$ cat config.mk
export PLATFORM = sky130hd
export DESIGN_NAME = bcd_display_scanner
export DESIGN_NICKNAME = d
export VERILOG_FILES = /design/src/rtl/bcd_disp_pkg.sv /design/src/rtl/seven_seg_decode.sv /design/src/rtl/bcd_display_scanner.sv
export SDC_FILE = /design/constraint.sdc
export NUM_CORES = 1
export LEC_CHECK = 0
export CAP_MARGIN = 30
export CORE_ASPECT_RATIO = 0.7
export CORE_UTILIZATION = 57
export CTS_BUF_LIST = sky130_fd_sc_hd__clkbuf_8 sky130_fd_sc_hd__clkbuf_16
export DETAILED_ROUTE_END_ITERATION = 10
export PLACE_DENSITY = 0.87
export SYNTH_ARGS = -nofsm -noshare
export SYNTH_HDL_FRONTEND = slang
export SYNTH_SLANG_ARGS = --single-unit
$ cat constraint.sdc
create_clock -name clk -period 3.9 [get_ports clk]
set_input_delay 0.78 -clock clk [delete_from_list [all_inputs] [get_ports clk]]
set_output_delay 0.78 -clock clk [all_outputs]
set_load 0.03 [all_outputs]
$ cat src/rtl/bcd_disp_pkg.sv
// Shared constants for the two-digit BCD display scanner: segment patterns,
// slot encoding and the captured display word.
package bcd_disp_pkg;

    localparam logic [6:0] SEG_0    = 7'h3F;
    localparam logic [6:0] SEG_1    = 7'h06;
    localparam logic [6:0] SEG_2    = 7'h5B;
    localparam logic [6:0] SEG_3    = 7'h4F;
    localparam logic [6:0] SEG_4    = 7'h66;
    localparam logic [6:0] SEG_5    = 7'h6D;
    localparam logic [6:0] SEG_6    = 7'h7D;
    localparam logic [6:0] SEG_7    = 7'h07;
    localparam logic [6:0] SEG_8    = 7'h7F;
    localparam logic [6:0] SEG_9    = 7'h6F;
    localparam logic [6:0] SEG_DASH = 7'h40;

    typedef enum logic {
        SLOT_ONES = 1'b0,
        SLOT_TENS = 1'b1
    } slot_e;

    typedef struct packed {
        logic [3:0] tens;
        logic [3:0] ones;
        logic       blank_lz;
        logic       blink;
    } disp_word_t;

endpackage

$ cat src/rtl/seven_seg_decode.sv
// Combinational BCD to 7-segment decoder, active-high segments (bit0 = a).
// Non-BCD codes show a dash so a bad digit is visible rather than garbage.
module seven_seg_decode
    import bcd_disp_pkg::*;
(
    input  logic [3:0] value,
    output logic [6:0] seg
);

    always_comb begin
        seg = SEG_DASH;
        case (value)
            4'd0:    seg = SEG_0;
            4'd1:    seg = SEG_1;
            4'd2:    seg = SEG_2;
            4'd3:    seg = SEG_3;
            4'd4:    seg = SEG_4;
            4'd5:    seg = SEG_5;
            4'd6:    seg = SEG_6;
            4'd7:    seg = SEG_7;
            4'd8:    seg = SEG_8;
            4'd9:    seg = SEG_9;
            default: seg = SEG_DASH;
        endcase
    end

endmodule

$ cat src/rtl/bcd_display_scanner.sv
// Two-digit multiplexed 7-segment driver: captures tens/ones on load_i, commits
// them only at slot boundaries, scans anodes with dead time, blanking and blink.
module bcd_display_scanner
    import bcd_disp_pkg::*;
#(
    parameter int REFRESH_DIV    = 50000,
    parameter int BLINK_SLOTS    = 256,
    parameter bit SEG_ACTIVE_LOW = 1'b1,
    parameter bit AN_ACTIVE_LOW  = 1'b1
) (
    input  logic       clk,
    input  logic       rst_n,
    input  logic       load_i,
    input  logic [3:0] tens_i,
    input  logic [3:0] ones_i,
    input  logic       blank_lz_i,
    input  logic       blink_i,
    output logic [6:0] seg_o,
    output logic [1:0] an_o,
    output logic       pending_o,
    output logic       err_o
);

    localparam int CW = $clog2(REFRESH_DIV);
    localparam int BW = (BLINK_SLOTS > 1) ? $clog2(BLINK_SLOTS) : 1;
    localparam logic [CW-1:0] CNT_LAST = CW'(REFRESH_DIV - 1);
    localparam logic [BW-1:0] BLK_LAST = BW'(BLINK_SLOTS - 1);
    localparam logic [6:0]    SEG_OFF  = SEG_ACTIVE_LOW ? 7'h7F : 7'h00;
    localparam logic [1:0]    AN_OFF   = AN_ACTIVE_LOW  ? 2'b11 : 2'b00;

    logic [CW-1:0] cnt_q, cnt_n;
    slot_e         slot_q, slot_n;
    logic [BW-1:0] blk_cnt_q, blk_cnt_n;
    logic          phase_q, phase_n;
    disp_word_t    pend_q, pend_n;
    disp_word_t    disp_q, disp_n;
    logic          pending_n;
    logic          boundary;
    logic [3:0]    digit_n;
    logic [6:0]    seg_raw;
    logic [1:0]    an_raw;
    logic          err_n;

    assign boundary = (cnt_q == CNT_LAST);

    always_comb begin
        cnt_n     = boundary ? '0 : cnt_q + CW'(1);
        slot_n    = boundary ? slot_e'(~slot_q) : slot_q;
        blk_cnt_n = blk_cnt_q;
        phase_n   = phase_q;
        if (boundary) begin
            if (blk_cnt_q == BLK_LAST) begin
                blk_cnt_n = '0;
                phase_n   = ~phase_q;
            end else begin
                blk_cnt_n = blk_cnt_q + BW'(1);
            end
        end

        // Old pending value commits before a same-cycle load replaces it.
        disp_n    = (boundary && pending_o) ? pend_q : disp_q;
        pending_n = (boundary && pending_o) ? 1'b0 : pending_o;
        pend_n    = pend_q;
        if (load_i) begin
            pend_n    = '{tens: tens_i, ones: ones_i, blank_lz: blank_lz_i, blink: blink_i};
            pending_n = 1'b1;
        end
    end

    // Outputs are computed from next-state values so they line up with cnt.
    assign digit_n = (slot_n == SLOT_TENS) ? disp_n.tens : disp_n.ones;

    seven_seg_decode u_decode (
        .value (digit_n),
        .seg   (seg_raw)
    );

    always_comb begin
        an_raw = 2'b00;
        if (cnt_n == '0) begin
            an_raw = 2'b00;
        end else if (disp_n.blink && phase_n) begin
            an_raw = 2'b00;
        end else if (slot_n == SLOT_TENS) begin
            an_raw = (disp_n.blank_lz && disp_n.tens == 4'd0) ? 2'b00 : 2'b10;
        end else begin
            an_raw = 2'b01;
        end
        err_n = (disp_n.tens > 4'd9) || (disp_n.ones > 4'd9);
    end

    always_ff @(posedge clk or negedge rst_n) begin
        if (!rst_n) begin
            cnt_q     <= '0;
            slot_q    <= SLOT_ONES;
            blk_cnt_q <= '0;
            phase_q   <= 1'b0;
            pend_q    <= '0;
            disp_q    <= '0;
            pending_o <= 1'b0;
            seg_o     <= SEG_OFF;
            an_o      <= AN_OFF;
            err_o     <= 1'b0;
        end else begin
            cnt_q     <= cnt_n;
            slot_q    <= slot_n;
            blk_cnt_q <= blk_cnt_n;
            phase_q   <= phase_n;
            pend_q    <= pend_n;
            disp_q    <= disp_n;
            pending_o <= pending_n;
            seg_o     <= SEG_ACTIVE_LOW ? ~seg_raw : seg_raw;
            an_o      <= AN_ACTIVE_LOW ? ~an_raw : an_raw;
            err_o     <= err_n;
        end
    end

endmodule

[Word-level counts from Yosys, hierarchy flattened]
Memories as Yosys holds them, arrays and structs flattened.
Cells that the tools add are included.
W data, S select, Z words.
Operators by class
  equal/unequal tests: 2
  add/sub/neg operators: 2
  bitwise logic cells: 4
  multiplexer cells: 13
  order comparisons: 2
  reductions and logical operators: 7
Operators with widths (count)
  $add A16 B1 Y16 const B: 1
  $eq A16 B16 Y1 const B: 1
  $logic_not A16 Y1: 1
  $mux W16: 1
  $mux W10: 1
  $add A8 B1 Y8 const B: 1
  $eq A8 B8 Y1 const B: 1
  $gt A4 B4 Y1 const B: 2
  $mux W2: 4
  $mux W8: 1
  $not A7 Y7: 1
  $mux W1: 5
  $logic_not A4 Y1: 1
  $mux W4: 1
  $logic_and A1 B1 Y1: 3
  $not A1 Y1: 2
  $not A2 Y2: 1
  $reduce_bool A2 Y1: 1
  $logic_or A1 B1 Y1: 1
Word-level totals
  flip-flop bits (word level): 57
  memories kept: 1
  word-level logic and storage cells: 47
  memory bits (read-only): 112
Memory list
  (no name shown): depth 16, bits a word 7, read ports 1, clocked after memory_dff 0, write ports 0, RTL line seven_seg_decode.sv:12  | case (value)

[Depth between registers and ports, before layout]
Gate-level depths: netlist of the first run.
  depth in word-level cells: 10
  depth in mapped cells: 10

[Modules after synthesis]
A second synthesis of the first run with hierarchy kept.
Second synthesis, totals
  cells, all modules: 272
  area total of the unflattened synthesis: 2864.0 um^2
Modules (own cells, without submodules)
  bcd_display_scanner: area an instance 2638.8 um^2, instances 1, cells each 243, seq. area each 1437.6 um^2
  seven_seg_decode: area an instance 225.2 um^2, instances 1, cells each 29, seq. area each 0.0 um^2

[Least setup slack after synthesis of the first run]
Ideal clock, no wire load.
  kind: register -> register
  start point: register cnt_q[7]
  end point: register seg_o[5]
  stages on the path, launching flop included: 10
  data arrival time: 2.752 ns
  setup slack: 1.080 ns
  buffers on the path: 2
  period minus slack after synthesis: 2.820 ns
  data required time: 3.832 ns
  cells stage by stage: dfrtp_1 -> buf_2 -> or4b_4 -> or4_4 -> buf_6 -> mux2i_1 -> mux2_2 -> ha_1 -> mux2_4 -> a2bb2oi_2
Between the ends
  longest elaborated chain between the ends: 6
  elaborated cells between the ends (all ways): 7
  classes of those cells: 1 x eq/ne; 3 x mux; 1 x bitwise; 1 x reduce/logical; 1 x memory
RTL lines
  start: declaration: RTL line bcd_display_scanner.sv:31  | logic [CW-1:0] cnt_q, cnt_n;
  start signal: assignment: RTL line bcd_display_scanner.sv:105  | cnt_q <= cnt_n;
  $eq A16 B16 Y1 *: RTL line bcd_display_scanner.sv:44  | assign boundary = (cnt_q == CNT_LAST);
  $logic_and A1 B1 Y1: RTL line bcd_display_scanner.sv:61  | disp_n = (boundary && pending_o) ? pend_q : disp_q;
  $mux W10: RTL line bcd_display_scanner.sv:61
  $mux W4 *: RTL line bcd_display_scanner.sv:71  | assign digit_n = (slot_n == SLOT_TENS) ? disp_n.tens : disp_n.ones;
  $mem_v2 Z16 W7 *
  $not A7 Y7 *: RTL line bcd_display_scanner.sv:112  | seg_o <= SEG_ACTIVE_LOW ? ~seg_raw : seg_raw;
  end signal: assignment: RTL line bcd_display_scanner.sv:112
  end: declaration: RTL line bcd_display_scanner.sv:18  | output logic [6:0] seg_o,
Every way passes the cells marked *; elsewhere a longest branch is shown, timed or not.
A chain may end at the register's enable or synchronous reset.

[Final worst setup path of the first run]
  start point: register cnt_q[10]
  end point: register seg_o[6]
The elaborated chain is that of the path after synthesis.

==> flow_summary.yaml, run 1 <==
placement:
  dp.final_hpwl_um: 3950
  port_buffers: 23
  gp_congestion: 0.905
  post-place-ws_ns: 0.908
timing:
  timing_max_transition_violations_final: 0
  clock_skew_ns: 0.00496
  finalSetupViolCount: 0
  setup_total_negative_slack_ns: 0
  finalCritPeriodShare_pct: 78.0
  post-route-min-period_ns: 3.04
  grt_setup_unrepaired: "false"
  hold_violations: 0
  tightestPinTransition_ns: 0.850
  max-slew-margin-rel_pct: 43.3
  max_freq_mhz: 329
  fin_ws_ns: 0.858
setup_path:
  critical_path.max_stage_delay_ns: 0.72
  critical_path.cell_chain: "or4bb_1 -> or4_4 -> mux2i_1 -> mux2_2 -> inv_2 -> ha_1 -> nor2_1 -> a211oi_1"
  critical-path-slowest-cell: "or4_4"
  path_type_of_the_worst_setup_path: "flip-flop to flip-flop"
  critPathArrivalTime_ns: 3.28
  crit_path_start_kind: "flip-flop"
  worst-endpoint-required_ns: 4.14
  crit_path_end_kind: "flip-flop"
  critPathMaxFanout: 10
clock_tree:
  cts_hold_buf: 0
  postCtsSetupRepairBufs: 0
  clock_tree.htree_level_count: 3
  insertion_delay_ns: 0.34
  clock_tree_from_tritoncts: "yes"
  worst_setup_hold_path_clk_slew_ns: 0.07
  postCtsResizedCells: 0
  cts_buffer_depth: 2
  cts_root_buf: "clkbuf_8"
  cts_sinks: 57
  tritoncts.num_buffers: 9
logic_synthesis:
  ys_ff_latch: 57
  post_synth_instance_area_sq_um: 2800
  yosysWarningCount: 0
  synth.avg_cell_area_sq_um: 11.5
  yosys_most_used_dff: "dfrtp_1"
  syn-num-nets: 263
  post-synth-top-area-cell: "dfrtp_1"
  synth_common_cells: "dfrtp_1 (48), nor2_1 (18), mux2_2 (16), nand2_1 (16), inv_1 (14)"
  syn_inst: 243
  synth_seq_area_share_pct: 51.3
  synthTopCellsByArea: "dfrtp_1 (43%), dfstp_2 (8.4%), mux2_2 (6.4%), xor2_1 (3.4%), ha_1 (3.1%)"
  post_synth_num_cell_types: 51
  synth_edf_count: 0
  yosysMostFrequentCell: "dfrtp_1"
  netlist.area_leader.share_pct: 42.9
  async_sr_flop_fraction_pct: 100
drt:
  route.vias.total: 1925
  routed_wirelength_um: 5570
  drc: 0
  detailed_routing_iterations_pass_1: 4
  detail-route-antenna-nets: 0
  post_drt_wl_per_cell_um: 16.3
  first_iter_violations: 150
  post_drt_via_cell_ratio: 5.65
floorplanning:
  design.die.area_sq_um: 5200
  floorplan.initialDensity_pct: 61.8
  die_height_um: 60.6
  core_area_sq_um: 4530
  core.rowCount: 20
  pin_count: 24
  dieWidth_um: 85.8
power:
  share_of_total_power_consumed_by_net_switching_pct: 22.5
  power.internal_uw: 935
  power.leakage_nw: 1.56
  clockPowerShare_pct: 46.3
  worst_vdd_ir_mv: 0.270
  power.net_switching_uw: 271
  total_power_per_unit_cell_area_nw_per_um2: 367
  pwr-share-seq_pct: 50.6
  power_frac_comb_pct: 3.1
layout:
  design.final.nets: 290
  layout-drive-gt1-share_pct: 21.8
  insertedDiodeCount: 0
  final_cell_utilization_of_the_core_pct: 72.6
  area_delta_synth_final_pct: 17.4
grt:
  grtUsageTotal_pct: 25.4
  globalRouteOverflowTotal: 0
  first_global_vias: 1832
  grt_max_degree: 41
  grt_antenna_before_repair: 0
  grt_pass1_wl_um: 9400
min_path:
  hold_path.class: "flip-flop to flip-flop"
status:
  run_status: "complete, no violations"
flow_run:
  maxCapViolations: 0
## cell usage in the layout, fill, tap and decap left out, types with 3 or more instances in the layout
cell type / instances
clkdlybuf4s50_1: 22
buf_4: 3
nor2_1: 18
mux2i_1: 7
mux2i_4: 3
nand2_1: 16
xor2_1: 11
nand3_1: 8
mux2_2: 16
dfstp_2: 9
nor3_1: 4
o31ai_1: 4
o21ai_0: 5
inv_1: 14
a31oi_1: 3
ha_1: 7
clkbuf_8: 10
a21oi_1: 4
dfrtp_1: 48
xnor2_1: 9
nand4_1: 10
## final timing paths
kind,start,end,slack (ns),cells past startpoint
max in group asynchronous,rst_n,an_o[0],2.55,2
hold / removal,disp_q[2],disp_q[2],0.49,2
min in group asynchronous,rst_n,cnt_q[5],0.55,1
setup / recovery,cnt_q[10],seg_o[6],0.86,8
hold reg to reg,disp_q[2],disp_q[2],0.49,2
setup reg to reg,cnt_q[10],seg_o[6],0.86,8
## power groups by stage
stage               Sequential (mW)  Clock [mW]  Combinational, mW
detailed placement            0.621           0             0.0391
global placement              0.620           0             0.0375
floorplan                     0.617           0             0.0131
global route                  0.611       0.602             0.0431
CTS                           0.610       0.569             0.0393
finish                        0.610       0.559             0.0377
## sequential cells by signal (all words and copies together) (netlist names)
register / cells
cnt_q: 16
disp_q: 10
pend_q: 10
blk_cnt_q: 8
seg_o: 7
an_o: 2
err_o: 1
pending_o: 1
phase_q: 1
slot_q: 1
## critical path, delay by kind of cell (launching register included)
kind	cells	cell delay, ns
mux	2	0.55
fa+ha+maj	1	0.20
buf+inv	1	0.12
simple gates	3	1.42
compound gates	1	0.24
flops	1	0.40
## cell families (layout without fill, tap and decap cells)
kind of cell    Yosys count  after routing  synth area share, %
simple gates             76             76                 15.0
flops                    57             57                 51.3
compound gates           28             28                 7.19
mux                      28             28                 12.4
buf+inv                  26             58                 4.07
xor+xnor                 21             21                 6.84
fa+ha+maj                 7              7                 3.13
## metal layers
layer  vias to the layer above  GRT usage, %  part of all wire, %
met2                        53          36.3                   44
met4                         0          7.86                 0.72
met1                       957          35.4                   49
met5                         -             0                    0
li1                        907             -                    -
met3                         8          11.0                  6.2
## final cells by class
cell class,count,area [sq um]
clock inverter,6,67.6
timing repair buffer,26,248
inverter,16,60.1
fill,291,1240
tap,66,82.6
sequential,57,1440
clock buffer,10,138
multi-input combinational,160,1250
## through the flow
| step | cells | area, sq um | total power, mW | hold slack (ns) |
|---|---|---|---|---|
| final | 341 | 3290 | 1.21 | 0.486 |
| after global routing | 341 | 3290 | 1.26 | 0.506 |
| after CTS | 341 | 3290 | 1.22 | 0.486 |
| after detailed placement | 325 | 3080 | 0.660 | 0.470 |
| after global placement | 325 | 3080 | 0.658 | 0.461 |
| after floorplan | 243 | 2800 | 0.630 | 0.442 |
(Power assumes the default switching activity.)
==> run 2: changes to the inputs <==
- CORE_UTILIZATION: 57 -> 52
- PLACE_DENSITY: 0.87 -> 0.84
- clock period: 3.9 -> 2.75 ns (I/O delays scaled with it)
==> flow_summary.yaml, run 2 (synthesized netlist as in run 1, its figures left out) <==
setup_path:
  crit_path_end_kind: "flip-flop"
  critPathBufInv: 2
  reg2regPathDepth: 8
  critical-path-slowest-cell: "or4_4"
  crit-reg2reg-capture: "seg_o[0]"
  critical_path.max_stage_delay_ns: 0.60
  kind_of_cell_adding_the_most_delay_to_the_critical_path: "simple AND/OR/NAND/NOR gates"
  crit_path_start_kind: "flip-flop"
  critPathArrivalTime_ns: 3.08
  critical_path.cell_chain: "or4bb_4 -> or4_4 -> buf_12 -> buf_4 -> mux2i_4 -> mux2_4 -> or2_4 -> a2bb2oi_2"
  r2r-start: "cnt_q[13]"
  r2r_setup_slack_ns: -0.07
  worst-endpoint-required_ns: 3.00
  critPathMaxFanout: 7
  path_type_of_the_worst_setup_path: "flip-flop to flip-flop"
floorplanning:
  floorplan.initialDensity_pct: 56.4
  core_area_sq_um: 4970
  dieWidth_um: 89.7
  die_height_um: 63.4
  core.rowCount: 21
  pin_count: 24
  design.die.area_sq_um: 5690
drt:
  route.vias.total: 2085
  routed_wirelength_um: 6360
  post_drt_wl_per_cell_um: 17.1
  detail-route-antenna-nets: 0
  drc: 0
  post_drt_via_cell_ratio: 5.60
  detailed_routing_iterations_pass_1: 4
  first_iter_violations: 171
grt:
  first_global_vias: 2002
  grt_pass1_wl_um: 10300
  globalRouteOverflowTotal: 0
  grt_max_degree: 58
  grtUsageTotal_pct: 24.4
  grt_antenna_before_repair: 0
status:
  violations: "setup timing"
  run_status: "finished, violations left"
timing:
  hold_violations: 0
  tightestPinTransition_ns: 0.695
  finalCritPeriodShare_pct: 103
  post-route-min-period_ns: 2.82
  timing_max_transition_violations_final: 0
  finalSetupViolCount: 7
  grt_setup_unrepaired: "true"
  max-slew-margin-rel_pct: 53.5
  fin_ws_ns: -0.0729
  clock_skew_ns: 0.00943
  max_freq_mhz: 354
layout:
  post_layout_nonfiller_instances: 372
  layout-drive-gt1-share_pct: 33.3
  largest_reg_flops: 16
  seqCellArea_sq_um: 1440
  fillerInstances: 306
  layout.cells.most_common: "dfrtp_1"
  register_with_the_highest_flop_count: "cnt_q"
  area_delta_synth_final_pct: 30.0
  insertedDiodeCount: 0
  multiInputGateArea_sq_um: 1360
  commonest_cells_after_routing_fill_and_taps_aside: "dfrtp_1 (48), buf_4 (27), clkdlybuf4s50_1 (22)"
  design.final.nets: 318
  finalInstanceArea_sq_um: 3640
  top_regs: "cnt_q (16), disp_q (10), pend_q (10)"
power:
  power.leakage_nw: 1.71
  worst_vdd_ir_mv: 0.401
  total_power_per_unit_cell_area_nw_per_um2: 475
  power_mw: 1.73
clock_tree:
  cts_root_buf: "clkbuf_8"
  cts_buffer_depth: 2
  clock_tree_from_tritoncts: "yes"
  insertion_delay_ns: 0.34
  worst_setup_hold_path_clk_slew_ns: 0.07
  cts_sinks: 57
  cts_hold_buf: 0
  tritoncts.num_buffers: 9
  clock_tree.htree_level_count: 3
placement:
  placement.cell_area_sq_um: 3230
  dp.final_hpwl_um: 3850
  placed_insts: 343
  port_buffers: 23
  gp_congestion: 0.858
  post-place-ws_ns: -0.0352
min_path:
  hold_path.class: "primary input to asynchronous set/reset pin"
flow_run:
  maxCapViolations: 0
## run 2: cell count changes in the layout (fill, tap and decap cells not counted), moves of 3 or more
| cell | before | now |
|---|---|---|
| buf_4 | 3 | 27 |
| mux2i_1 | 7 | 1 |
| ha_1 | 7 | 3 |
| ha_2 | 0 | 3 |
| mux2_2 | 16 | 13 |
| mux2_4 | 2 | 5 |
| mux2i_2 | 0 | 3 |
| mux2i_4 | 3 | 6 |
## run 2: worst max-delay path by stage
stage               end  cells after the start  startpoint  slack [ns]
6_report       seg_o[0]                      8   cnt_q[13]       -0.07
5_1_grt        seg_o[3]                      8   cnt_q[13]       -0.15
4_1_cts        seg_o[4]                      8    cnt_q[7]       -0.03
3_5_place_dp   seg_o[2]                      8   cnt_q[13]       -0.04
3_3_place_gp   seg_o[5]                      7   cnt_q[13]        0.05
2_1_floorplan  seg_o[4]                      8   cnt_q[13]       -0.01
## run 2: power by group
group | switching (mW) | internal (mW)
sequential | 0.0143 | 0.854
clock | 0.321 | 0.484
combinational | 0.0259 | 0.0297
total | 0.361 | 1.37
## run 2: layout make-up
| class | count | area share, % |
|---|---|---|
| flip-flops and latches | 57 | 39.5 |
| clock buffers | 12 | 4.54 |
| repair buffers | 54 | 13.3 |
| multi-input cells | 160 | 37.4 |
| clock inverters | 4 | 1.17 |
| well taps | 69 | 2.37 |
| inverters | 16 | 1.72 |
## run 2: repair_timing
action | CTS | global route
gates resized for setup | 9 | 14
endpoints found under the setup margin | 6 | 8
buffers inserted | 7 | 6
pin swaps | 4 | 5
hold endpoints to repair | 0 | 0
## run 2: per-layer routing
layer  global-route usage, %  share of wire, %  vias to the layer above
met1                    33.4                46                     1032
li1                        -                 -                      964
met4                    8.81               2.1                        0
met5                       0                 0                        -
met2                    36.0                46                       74
met3                    8.82               6.4                       15
## run 2: worst register-to-register path, cell delays in order (launching register included)
cell and delay (ns):
dfrtp_1 0.39, or4bb_4 0.55, or4_4 0.60, buf_12 0.16, buf_4 0.14, mux2i_4 0.19, mux2_4 0.32, or2_4 0.25
a2bb2oi_2 0.13
## run 2: through the flow
step / utilization [%] / hold slack [ns] / TNS [ns]
finish: 73.3 / 0.346 / -0.334
global route: 73.3 / 0.402 / -0.896
CTS: 71.0 / 0.369 / -0.0673
detailed placement: 65.1 / 0.467 / -0.111
global placement: 65.1 / 0.459 / 0
floorplan: - / 0.254 / -0.0224
==> run 3: changes to the inputs <==
==> constraint.sdc (replaced) <==
create_clock -name clk -period 2.75 [get_ports clk]
set_input_delay 0.55 -clock clk [delete_from_list [all_inputs] [get_ports clk]]
set_output_delay 0.55 -clock clk [all_outputs]
set_load 0.1 [all_outputs]
==> flow_summary.yaml, run 3 (synthesized netlist as in run 1, its figures left out) <==
clock_tree:
  cts_hold_buf: 0
  cts_sinks: 57
  insertion_delay_ns: 0.35
  cts_buffer_depth: 2
  cts_root_buf: "clkbuf_8"
  clock_tree_from_tritoncts: "yes"
  tritoncts.num_buffers: 9
  clock_tree.htree_level_count: 3
  worst_setup_hold_path_clk_slew_ns: 0.07
grt:
  grtUsageTotal_pct: 24.7
  grt_pass1_wl_um: 10300
  grt_max_degree: 58
  first_global_vias: 2035
  grt_antenna_before_repair: 0
  globalRouteOverflowTotal: 0
timing:
  grt_setup_unrepaired: "true"
  finalSetupViolCount: 5
  fin_ws_ns: -0.0746
  max_freq_mhz: 354
  post-route-min-period_ns: 2.82
  finalCritPeriodShare_pct: 103
  hold_violations: 0
  timing_max_transition_violations_final: 0
  max-slew-margin-rel_pct: 53.5
  setup_total_negative_slack_ns: -0.266
  clock_skew_ns: 0.0107
  tightestPinTransition_ns: 0.697
layout:
  top_regs: "cnt_q (16), disp_q (10), pend_q (10)"
  layout.cells.most_common: "dfrtp_1"
  insertedDiodeCount: 0
  layout-drive-gt1-share_pct: 39.0
  final_cell_utilization_of_the_core_pct: 73.8
  area_delta_synth_final_pct: 31.0
  finalInstanceArea_sq_um: 3670
  register_with_the_highest_flop_count: "cnt_q"
  post_layout_nonfiller_instances: 379
  largest_reg_flops: 16
  commonest_cells_after_routing_fill_and_taps_aside: "dfrtp_1 (47), buf_4 (45), nor2_1 (18)"
  design.final.nets: 325
floorplanning:
  core_area_sq_um: 4970
  dieWidth_um: 89.7
  pin_count: 24
  floorplan.initialDensity_pct: 56.4
  core.rowCount: 21
  design.die.area_sq_um: 5690
  die_height_um: 63.4
setup_path:
  critPathMaxFanout: 6
  critical_path.max_stage_delay_ns: 0.68
  critical_path.cell_chain: "or4bb_4 -> or4_4 -> buf_6 -> mux2i_4 -> mux2i_4 -> mux2_4 -> a2bb2oi_2"
  crit_path_end_kind: "flip-flop"
  path_type_of_the_worst_setup_path: "flip-flop to flip-flop"
  crit_path_start_kind: "flip-flop"
  worst-endpoint-required_ns: 3.03
  critPathArrivalTime_ns: 3.11
  crit_path_frequent_cell: "mux2i_4"
  critical-path-slowest-cell: "or4_4"
placement:
  port_buffers: 23
  placement.cell_area_sq_um: 3200
  placed_insts: 343
  dp.final_hpwl_um: 3840
  gp_congestion: 0.901
flow_run:
  maxCapViolations: 0
drt:
  post_drt_wl_per_cell_um: 17.4
  detail-route-antenna-nets: 0
  detailed_routing_iterations_pass_1: 5
  m1WireLength_um: 3020
  top_layer_used: "met4"
  drc: 0
  wl_met2_um: 2870
  route.met3.wl_um: 528
  routed_wirelength_um: 6590
  post_drt_via_cell_ratio: 5.68
  first_iter_violations: 260
  route.vias.total: 2154
min_path:
  hold_path.class: "primary input to asynchronous set/reset pin"
power:
  power.leakage_nw: 1.74
  worst_vdd_ir_mv: 0.418
  total_power_per_unit_cell_area_nw_per_um2: 464
status:
  violations: "setup timing"
  run_status: "finished, violations left"
[run 3: cell count changes in the layout (fill, tap and decap cells not counted), sizes merged]
cell / change
buf: +16
inv: -1
mux2: +1
mux2i: +1
clkdlybuf4s50: -11
clkinvlp: +2
clkbuf: -2
clkinv: +1
[run 3: worst paths after layout]
kind / from / endpoint / slack [ns] / cells past startpoint
worst max-delay path: cnt_q[10] / seg_o[5] / -0.07 / 7
worst min-delay path: rst_n / cnt_q[2] / 0.33 / 2
worst max register to register: cnt_q[10] / seg_o[5] / -0.07 / 7
worst min register to register: blk_cnt_q[6] / blk_cnt_q[6] / 0.48 / 1
max in group asynchronous: rst_n / pending_o / 1.94 / 2
min in group clk: blk_cnt_q[6] / blk_cnt_q[6] / 0.48 / 1
[run 3: critical path: cells and delay by family (launching register included)]
family | cells | cell delay, ns
AOI/OAI and AO/OA | 1 | 0.14
buffers and inverters | 1 | 0.17
and+or+nand+nor | 2 | 1.22
DFF | 1 | 0.39
muxes | 3 | 0.84
[run 3: power breakdown]
part	leakage, nW	internal [mW]	switching (mW)
clock network	0.0995	0.436	0.342
registers	0.721	0.854	0.0138
logic	0.920	0.0297	0.0253
[run 3: per-layer routing]
layer	vias to the layer above	global-route usage, %
met2	111	36.0
met4	0	11.1
li1	984	-
met5	-	0
met3	20	7.73
met1	1039	34.1
[run 3: per-stage QoR]
step	setup slack (ns)	power, mW	hold WS [ns]
global placement	0.0423	0.934	0.464
finish	-0.0746	1.70	0.331
CTS	-0.0112	1.71	0.354
detailed placement	-0.0603	0.936	0.464
global route	-0.0931	1.76	0.408
floorplan	-0.0115	0.895	0.254
[run 3: area by class of cell]
cell class	instances	area, sq um
tap	69	86.3
clock inverter	6	58.8
timing repair buffer	59	479
inverter	16	65.1
clock buffer	10	138
fill	295	1300
sequential	57	1440
multi-input combinational	162	1400
[run 3: what timing repair did]
item,CTS,global route
buffers inserted,10,8
pin swaps,5,7
resized for setup,9,16
setup endpoints to repair,6,8
cloned,1,1
